File: src/rtl/dmem_pkg.sv
// dmem_pkg: shared types and helpers for the DMEM arbiter.
//   size_t         - access size, same encoding as DMEM BYTE_SEL
//   resp_state_t   - response pipeline state
//   is_misaligned  - flags SIZE=11 and misaligned half/word accesses
package dmem_pkg;

   localparam int ADDR_W_DEF = 14;
   localparam int DATA_W_DEF = 32;

   typedef enum logic [1:0] {
      SZ_BYTE = 2'b00,
      SZ_HALF = 2'b01,
      SZ_WORD = 2'b10
   } size_t;

   typedef enum logic {
      ST_IDLE = 1'b0,
      ST_RESP = 1'b1
   } resp_state_t;

   // SIZE=11 has no DMEM meaning, so it is treated like a misalignment.
   function automatic logic is_misaligned(input logic [1:0] size, input logic [1:0] addr_lo);
      logic bad;
      case (size)
         SZ_BYTE: bad = 1'b0;
         SZ_HALF: bad = addr_lo[0];
         SZ_WORD: bad = (addr_lo != 2'b00);
         default: bad = 1'b1;
      endcase
      return bad;
   endfunction

endpackage

File: src/rtl/dmem_rr_arb.sv
// dmem_rr_arb: 2-way grant logic with round-robin or fixed priority.
//   clk_i, rst_ni  - clock, async active-low reset
//   req_i[1:0]     - requests (bit n = port n)
//   gnt_o[1:0]     - one-hot or zero grant, combinational, subset of req_i
module dmem_rr_arb #(
   parameter int FIXED_PRIO = 0
) (
   input  logic       clk_i,
   input  logic       rst_ni,
   input  logic [1:0] req_i,
   output logic [1:0] gnt_o
);

   logic rr_last_q, rr_last_d;

   // Grant decode; on a tie round-robin favours the port that did not win last.
   always_comb begin
      gnt_o = 2'b00;
      case (req_i)
         2'b01: gnt_o = 2'b01;
         2'b10: gnt_o = 2'b10;
         2'b11: begin
            if ((FIXED_PRIO != 0) || rr_last_q) begin
               gnt_o = 2'b01;
            end else begin
               gnt_o = 2'b10;
            end
         end
         default: gnt_o = 2'b00;
      endcase
   end

   // Remember the last winner; idle cycles keep the previous value.
   always_comb begin
      rr_last_d = rr_last_q;
      if (gnt_o[1]) begin
         rr_last_d = 1'b1;
      end else if (gnt_o[0]) begin
         rr_last_d = 1'b0;
      end else begin
         rr_last_d = rr_last_q;
      end
   end

   // Reset value 1 lets port 0 win the first tie.
   always_ff @(posedge clk_i or negedge rst_ni) begin
      if (!rst_ni) begin
         rr_last_q <= 1'b1;
      end else begin
         rr_last_q <= rr_last_d;
      end
   end

endmodule

File: src/rtl/dmem_arbiter.sv
// dmem_arbiter: two-port arbiter/sequencer in front of a single-ported DMEM.
//   clk_i, rst_ni          - clock, async active-low reset
//   pN_req_i .. pN_wdata_i - port N request (0 = LSU, 1 = debug/DMA)
//   pN_gnt_o               - combinational grant, transfer on req & gnt
//   pN_rvalid_o/rdata_o/err_o - one-cycle response, one cycle after transfer
//   dmem_*_o               - DMEM control/address/data pins
//   dmem_data_out_i        - DMEM read data, valid the cycle after RDEN
module dmem_arbiter
   import dmem_pkg::*;
#(
   parameter int ADDR_W     = ADDR_W_DEF,
   parameter int DATA_W     = DATA_W_DEF,
   parameter int FIXED_PRIO = 0
) (
   input  logic              clk_i,
   input  logic              rst_ni,
   input  logic              p0_req_i,
   input  logic              p0_we_i,
   input  logic [1:0]        p0_size_i,
   input  logic              p0_sign_i,
   input  logic [ADDR_W-1:0] p0_addr_i,
   input  logic [DATA_W-1:0] p0_wdata_i,
   output logic              p0_gnt_o,
   output logic              p0_rvalid_o,
   output logic [DATA_W-1:0] p0_rdata_o,
   output logic              p0_err_o,
   input  logic              p1_req_i,
   input  logic              p1_we_i,
   input  logic [1:0]        p1_size_i,
   input  logic              p1_sign_i,
   input  logic [ADDR_W-1:0] p1_addr_i,
   input  logic [DATA_W-1:0] p1_wdata_i,
   output logic              p1_gnt_o,
   output logic              p1_rvalid_o,
   output logic [DATA_W-1:0] p1_rdata_o,
   output logic              p1_err_o,
   output logic              dmem_rden_o,
   output logic              dmem_wen_o,
   output logic [1:0]        dmem_byte_sel_o,
   output logic              dmem_sign_o,
   output logic [ADDR_W-1:0] dmem_addr_o,
   output logic [DATA_W-1:0] dmem_data_in_o,
   input  logic [DATA_W-1:0] dmem_data_out_i
);

   logic [1:0]        req_s, gnt_s;
   logic              xfer_s, illegal_s;
   logic              sel_we_s, sel_sign_s;
   logic [1:0]        sel_size_s;
   logic [ADDR_W-1:0] sel_addr_s;
   logic [DATA_W-1:0] sel_wdata_s, rdata_s;
   resp_state_t       state_q, state_d;
   logic              owner_q, owner_d, err_q, err_d, is_rd_q, is_rd_d;

   // Requests are masked during reset so no grant or DMEM strobe leaks out.
   assign req_s = {p1_req_i, p0_req_i} & {2{rst_ni}};

   dmem_rr_arb #(.FIXED_PRIO(FIXED_PRIO)) u_arb (
      .clk_i  (clk_i),
      .rst_ni (rst_ni),
      .req_i  (req_s),
      .gnt_o  (gnt_s)
   );

   assign p0_gnt_o = gnt_s[0];
   assign p1_gnt_o = gnt_s[1];
   assign xfer_s   = |gnt_s;

   // Select the granted port's fields.
   always_comb begin
      if (gnt_s[1]) begin
         sel_we_s    = p1_we_i;
         sel_size_s  = p1_size_i;
         sel_sign_s  = p1_sign_i;
         sel_addr_s  = p1_addr_i;
         sel_wdata_s = p1_wdata_i;
      end else begin
         sel_we_s    = p0_we_i;
         sel_size_s  = p0_size_i;
         sel_sign_s  = p0_sign_i;
         sel_addr_s  = p0_addr_i;
         sel_wdata_s = p0_wdata_i;
      end
   end

   assign illegal_s = is_misaligned(sel_size_s, sel_addr_s[1:0]);

   // DMEM pins carry only legal granted accesses; everything else drives zero.
   always_comb begin
      dmem_rden_o     = 1'b0;
      dmem_wen_o      = 1'b0;
      dmem_byte_sel_o = 2'b00;
      dmem_sign_o     = 1'b0;
      dmem_addr_o     = '0;
      dmem_data_in_o  = '0;
      if (xfer_s && !illegal_s) begin
         dmem_rden_o     = ~sel_we_s;
         dmem_wen_o      = sel_we_s;
         dmem_byte_sel_o = sel_size_s;
         dmem_sign_o     = sel_sign_s;
         dmem_addr_o     = sel_addr_s;
         dmem_data_in_o  = sel_wdata_s;
      end else begin
         dmem_rden_o = 1'b0;
      end
   end

   // Response FSM next state and captured response attributes.
   always_comb begin
      state_d = state_q;
      owner_d = owner_q;
      err_d   = err_q;
      is_rd_d = is_rd_q;
      case (state_q)
         ST_IDLE: if (xfer_s) state_d = ST_RESP; else state_d = ST_IDLE;
         ST_RESP: if (xfer_s) state_d = ST_RESP; else state_d = ST_IDLE;
         default: state_d = ST_IDLE;
      endcase
      if (xfer_s) begin
         owner_d = gnt_s[1];
         err_d   = illegal_s;
         is_rd_d = ~sel_we_s;
      end else begin
         owner_d = owner_q;
      end
   end

   // Response register; reset discards any response still in flight.
   always_ff @(posedge clk_i or negedge rst_ni) begin
      if (!rst_ni) begin
         state_q <= ST_IDLE;
         owner_q <= 1'b0;
         err_q   <= 1'b0;
         is_rd_q <= 1'b0;
      end else begin
         state_q <= state_d;
         owner_q <= owner_d;
         err_q   <= err_d;
         is_rd_q <= is_rd_d;
      end
   end

   // DMEM read data is only meaningful for legal loads.
   assign rdata_s     = (is_rd_q && !err_q) ? dmem_data_out_i : '0;
   assign p0_rvalid_o = (state_q == ST_RESP) && !owner_q;
   assign p1_rvalid_o = (state_q == ST_RESP) && owner_q;
   assign p0_err_o    = p0_rvalid_o & err_q;
   assign p1_err_o    = p1_rvalid_o & err_q;
   assign p0_rdata_o  = p0_rvalid_o ? rdata_s : '0;
   assign p1_rdata_o  = p1_rvalid_o ? rdata_s : '0;

endmodule

File: config.mk
export PLATFORM = sky130hd
export DESIGN_NAME = dmem_arbiter
export DESIGN_NICKNAME = d
export VERILOG_FILES = /design/src/rtl/dmem_pkg.sv /design/src/rtl/dmem_rr_arb.sv /design/src/rtl/dmem_arbiter.sv
export SDC_FILE = /design/constraint.sdc
export NUM_CORES = 1
export LEC_CHECK = 0
export BUFFER_PORTS_ARGS = -buffer_cell sky130_fd_sc_hd__buf_2
export CAP_MARGIN = 40
export CORE_AREA = 5 5 97 99
export DETAILED_ROUTE_END_ITERATION = 8
export DIE_AREA = 0 0 102 104
export GPL_TIMING_DRIVEN = 0
export PLACE_DENSITY_LB_ADDON = 0.2
export SYNTH_ARGS = -nofsm -noshare
export SYNTH_HDL_FRONTEND = slang
export SYNTH_SLANG_ARGS = --single-unit
File: constraint.sdc
create_clock -name clk_i -period 2.1 [get_ports clk_i]
set_clock_uncertainty 0.1 [all_clocks]
set_input_delay 0.315 -clock clk_i [delete_from_list [all_inputs] [get_ports clk_i]]
set_output_delay 0.315 -clock clk_i [all_outputs]
set_load 0.05 [all_outputs]
* Word-level counts from Yosys, hierarchy flattened
Index checks and enable logic that the tools add are counted.
Cells by class: reductions and logical operators 11, equal/unequal tests 5, muxes and demuxes 20, bitwise logic cells 4
Operators with widths (number):
- $mux 32 | 5
- $mux 14 | 2
- $mux 1 | 8
- $eq 2x2->1 const B | 3
- $mux 2 | 3
- $pmux 2 s3 | 1
- $eq 2x1->1 const B | 2
- $logic_and 1x1->1 | 4
- $reduce_bool 2->1 | 2
- $logic_not 1->1 | 3
- $pmux 1 s3 | 1
- $and 1x1->1 | 2
- $and 2x2->2 | 1
- $logic_not 2->1 | 1
- $reduce_or 2->1 | 1
- $not 1->1 | 1
Storage, ports and cells: logic and storage cells 45, bits in registers 5

* Logic depth before layout (Yosys ltp)
depth in word-level cells 9, mapped depth 7, mapped depth without buffers 5

* By module
A second synthesis with hierarchy kept.
Second synthesis, totals: cells, all modules 231, area total of the unflattened synthesis 1778.0 um^2
By module, submodules not included:
- dmem_arbiter | cells an instance 224, area each 1716.6 um^2, times used 1
- dmem_rr_arb | cells an instance 7, area each 61.3 um^2, times used 1

* Worst setup path after synthesis
Ideal clock, no wire load.
kind reg2out, from register u_arb.rr_last_q, to output port dmem_byte_sel_o[0], path buffers 0, stages on the path, launching flop included 6, data arrival time 2.107 ns, slack -0.422 ns, cells stage by stage dfstp_2 a21boi_2 nand2_2 inv_2 mux2_2 nor3_1
Between the ends: cells in the longest elaborated chain, start to end 8
Ends and longest elaborated chain:
- start, declared | RTL line dmem_rr_arb.sv:14 | logic rr_last_q, rr_last_d;
- start signal, assigned | RTL line dmem_rr_arb.sv:50 | rr_last_q <= rr_last_d;
- $mux 2 (*) | RTL line dmem_rr_arb.sv:23 | if ((FIXED_PRIO != 0) || rr_last_q) begin
- $pmux 2 s3 (*) | RTL line dmem_rr_arb.sv:19 | case (req_i)
- $mux 2 / $mux 14 (equally long branches) | RTL line dmem_arbiter.sv:71 | if (gnt_s[1]) begin
- $eq 2x2->1, or another cell as far along | RTL line dmem_pkg.sv:24 | case (size)
- $pmux 1 s3 | RTL line dmem_pkg.sv:24
- $logic_not 1->1 | RTL line dmem_arbiter.sv:96 | if (xfer_s && !illegal_s) begin
- $logic_and 1x1->1 | RTL line dmem_arbiter.sv:96
- $mux 2 (*) | RTL line dmem_arbiter.sv:96
- end, declared | RTL line dmem_arbiter.sv:39 | output logic [1:0] dmem_byte_sel_o,
Every way passes the cells marked *; elsewhere a longest branch is shown, timed or not.

* Worst setup path in the final report
from register u_arb.rr_last_q, to output port dmem_data_in_o[22]
Between the ends: cells in the longest elaborated chain, start to end 8
Ends and longest elaborated chain:
- $mux 2 (*) | RTL line dmem_rr_arb.sv:23
- $pmux 2 s3 (*) | RTL line dmem_rr_arb.sv:19
- $mux 2 / $mux 14 (equally long branches) | RTL line dmem_arbiter.sv:71
- $eq 2x2->1, or another cell as far along | RTL line dmem_pkg.sv:24
- $pmux 1 s3 | RTL line dmem_pkg.sv:24
- $logic_not 1->1 | RTL line dmem_arbiter.sv:96
- $logic_and 1x1->1 | RTL line dmem_arbiter.sv:96
- $mux 32 (*) | RTL line dmem_arbiter.sv:96
- end, declared | RTL line dmem_arbiter.sv:42 | output logic [DATA_W-1:0] dmem_data_in_o,
Marks and branches as above.

==> reports/results.md <==
| Step | Parameter | Reported |
| --- | --- | --- |
| logic synthesis | Library cell with the highest instance count after synthesis | sky130_fd_sc_hd__nand2_1 |
| grt | Remaining global-route overflow | 0 |
| grt | GRT Util Overall | 15.2% |
| route | Count of unresolved DRC violations after routing | 0 |
| route | Total length of routed wires | 9510 µm |
| logic synthesis | Post-synthesis cell type with the largest combined area | sky130_fd_sc_hd__and2_1 |
| grt | Number of global-route vias before repair | 2802 |
| cts | CTS tree | done |
| route | Number of vias per cell | 4.38 |
| outcome | Status | complete, but fails checks |
| power | Clk network pwr share | 12.4% |
| power | Leak Pwr | 2.22 nW |
| critical path | Register-to-register setup slack | 0.48 ns |
| cells and area | Antenna diode count | 0 |
| cells and area | Fraction of final layout cells sized beyond drive strength 1 | 71.9% |
| critical path | End point of the critical path | dmem_data_in_o[22] |
| cells and area | Nets@finish | 693 |
| timing | Hold Fails Final Rpt | 0 |
| floorplan | Number of rows created at floorplan | 34 |
| timing | Setup violators final | 50 |
| route | Routed via count | 2907 |
| route | Per-cell routed wire length | 14.3 µm |
| power | Sw frac | 51.1% |
| critical path | Arrival time of data at the critical path endpoint | 1.80 ns |
| critical path | Critical Path Start Type | flop |
| timing | Fin worst setup slack | -0.113 ns |
| logic synthesis | Top cells by area, synth | sky130_fd_sc_hd__and2_1, sky130_fd_sc_hd__nand2_1, sky130_fd_sc_hd__a21oi_2 |
| cts | Number of buffers added by the clock tree synthesis step | 3 |
| timing | Slew margin rel. | 81.6% |
| logic synthesis | Syn avg cell area | 5.78 µm² |
| cts | Total number of clock tree sinks | 5 |
| timing | Post-route clock period utilization | 105% |
| logic synthesis | Share of the synthesized area in the top cell type | 26.1% |
| critical path | Critical path, cell by cell | a21boi_4, nand2_4, inv_6, o211ai_4, buf_12, clkbuf_16, a21oi_2, buf_6 |
| floorplan | Floorplan die height | 104 µm |
| logic synthesis | Cell area after synthesis | 1580 µm² |
| critical path | Delay of the slowest cell on the worst path | 0.54 ns |
| logic synthesis | Count of state elements after synthesis | 5 |
| placed design | Placer's final routability congestion estimate | 0.771 |
| logic synthesis | Net count after synthesis | 410 |
| power | Net load switching power | 0.717 mW |
| power | Comb power frac | 78.8% |
| outcome | Failing checks | negative setup slack |
| critical path | Type of the worst setup path | reg -> out |
| floorplan | Area of the core region | 8470 µm² |
| floorplan | X dimension of the die | 102 µm |
| grt | Maximum number of pins on one net before global-route repair | 11 |
| logic synthesis | Sequential-to-total area share from yosys stat | 7.98% |
| cts | Maximum clock insertion buffer count | 2 |
| cts | Clock-pin slew on the worst setup and hold paths | 0.04 ns |
| floorplan | Initial standard-cell utilization of the core | 18.7% |
| critical path | CP max-delay cell | sky130_fd_sc_hd__dfstp_2 |
| critical path | Critical Path RT | 1.68 ns |
| critical path | Launch instance of the worst register-to-register path | u_arb.rr_last_q |
| timing | Achievable clock frequency | 0.452 GHz |
| logic synthesis | Leading post-synthesis cells by instance count | sky130_fd_sc_hd__nand2_1, sky130_fd_sc_hd__and2_1, sky130_fd_sc_hd__a21oi_1 |
| timing | Period minus WS final | 2.21 ns |
| grt | Antenna violations before repair | 0 |
| route | DRT Pass-1 Iters | 4 |
| placed design | Number of port buffers | 256 |
| logic synthesis | Synthesized netlist cell count | 274 |
| critical path | Worst setup path startpoint | u_arb.rr_last_q |
| critical path | Maximum net fanout on the critical path | 8 |
| cts | Later-pin clock latency in the skew report | 0.22 ns |
| power | Sequential cell fraction of total power | 8.8% |
| timing | Worst hold slack after final layout | 0.0684 ns |
| power | Total internal power | 0.688 mW |
| critical path | Capturing element type of the critical path | output pin |
| cells and area | Area taken by multi-input logic gates | 1760 µm² |
| grt | Global-route wire length before repair | 13300 µm |
| cts | Clock root buffer | sky130_fd_sc_hd__clkbuf_8 |
| job | Total of max-cap violations | 0 |
| logic synthesis | Number of enable flip-flop cells after synthesis | 0 |
| timing | Slew of the pin with the lowest slew margin | 0.276 ns |
| timing | Sum of negative setup slack | -4.06 ns |
| cells and area | Growth of design area from synthesis to finish | 168% |
| worst hold path | Class of the most critical hold timing path | in -> async |
| critical path | Crit Reg-Reg Endpoint | err_q |
| floorplan | Top-level port count | 257 |
| floorplan | Floorplan die area | 10600 µm² |
| timing | Unrepaired setup endpoints after global routing | true |
| route | Number of DRC markers in iteration 0 | 45 |
| logic synthesis | FFs w/ async S/R, synth | 100% |
| cells and area | Number of inserted filler cells in the final layout | 856 |
| route | Antenna Nets Post-Route | 0 |
| power | Power density relative to cell area | 331 nW/µm² |
| logic synthesis | Count of yosys warnings during synthesis | 0 |
| timing | Final count of pins violating max slew | 0 |
| cells and area | Area of all sequential standard cells | 126 µm² |
| power | Max rail drop VDD | 0.178 mV |
| placed design | Half-perimeter wire length after placement | 7500 µm |
| logic synthesis | Post-synthesis cell type count | 32 |
| logic synthesis | Synth Flop Type | sky130_fd_sc_hd__dfrtp_1 |
| critical path | Cell count of the worst reg-to-reg path | 7 |
| cts | Htree depth | 1 |
-- area by class of cell --
type / count / share of cell area, %
Buffer: 18 / 4.51
Clock buffer: 4 / 1.06
Inverter: 3 / 0.383
Multi-Input combinational cell: 245 / 41.5
Sequential cell: 5 / 2.98
Tap cell: 108 / 3.18
Timing Repair Buffer: 281 / 46.4
-- sequential cells by signal, summed over array words and instances (netlist names) --
name,cells
err_q,1
is_rd_q,1
owner_q,1
state_q,1
u_arb.rr_last_q,1
-- cells in the final DEF (no fill, tap or decap), types with 4 or more instances in the layout --
cell	instances
sky130_fd_sc_hd__nor2_1	4
sky130_fd_sc_hd__a21oi_4	22
sky130_fd_sc_hd__nand2_1	98
sky130_fd_sc_hd__and2_2	30
sky130_fd_sc_hd__clkbuf_4	21
sky130_fd_sc_hd__buf_8	5
sky130_fd_sc_hd__buf_2	173
sky130_fd_sc_hd__a21oi_2	25
sky130_fd_sc_hd__buf_6	56
sky130_fd_sc_hd__nand3_1	4
sky130_fd_sc_hd__buf_12	5
sky130_fd_sc_hd__and2_1	36
sky130_fd_sc_hd__buf_4	35
sky130_fd_sc_hd__dfrtp_1	4
-- cells by family after synthesis --
logic type	share of synthesized area (%)
mux	2.69
flops	7.98
buf+inv	7.74
compound gates	25.5
simple gates	56.1
-- power groups by stage --
stage                     sequential, mW  clock, mW  combinational, mW
final                              0.124      0.174               1.11
after floorplan                    0.121          0              0.566
after global routing               0.126      0.185               1.17
after CTS                          0.124      0.176               1.03
after detailed placement           0.125          0              0.831
after global placement             0.125          0              0.824
-- worst max-delay path: cells and delay by family, from the launching register on --
family / cells / cell delay [ns]
DFF: 1 / 0.54
buffers and inverters: 4 / 0.54
AOI/OAI and AO/OA: 3 / 0.36
and+or+nand+nor: 1 / 0.12
-- per-layer routing --
metal / wire [µm] / global-route usage (%) / vias to the layer above
met5: 0 / 0 / -
met4: 156 / 4.03 / 0
met3: 917 / 3.42 / 12
met2: 5200 / 30.0 / 151
met1: 3240 / 15.5 / 1297
li1: - / - / 1447
-- metrics by stage --
stage,std cells,util [%],setup slack (ns),total power [mW],instance area [µm²]
finish,664,50.1,-0.113,1.41,4250
global route,664,50.1,-0.174,1.48,4250
detailed placement,638,37.1,-0.238,0.956,3140
CTS,659,46.0,-0.138,1.33,3890
global placement,638,37.1,-0.218,0.949,3140
floorplan,274,-,-0.0980,0.687,1720
-- worst min-delay path by stage --
stage,startpoint,endpoint,slack (ns),cells after the start
final,rst_ni,u_arb.rr_last_q,0.07,1
after global routing,rst_ni,u_arb.rr_last_q,0.09,1
after CTS,rst_ni,u_arb.rr_last_q,0.06,1
after detailed placement,rst_ni,owner_q,0.09,1
after global placement,rst_ni,err_q,0.09,1
after floorplan,rst_ni,err_q,-0.08,0
-- repair_timing --
action,in CTS,in global routing
setup buffers,15,8
hold endpoints to repair,4,0
pin swaps,1,11
gates resized for setup,154,103
hold buffers,1,0
gates cloned,2,1
setup endpoints to repair,111,111
Power figures use the tool's default switching activity.
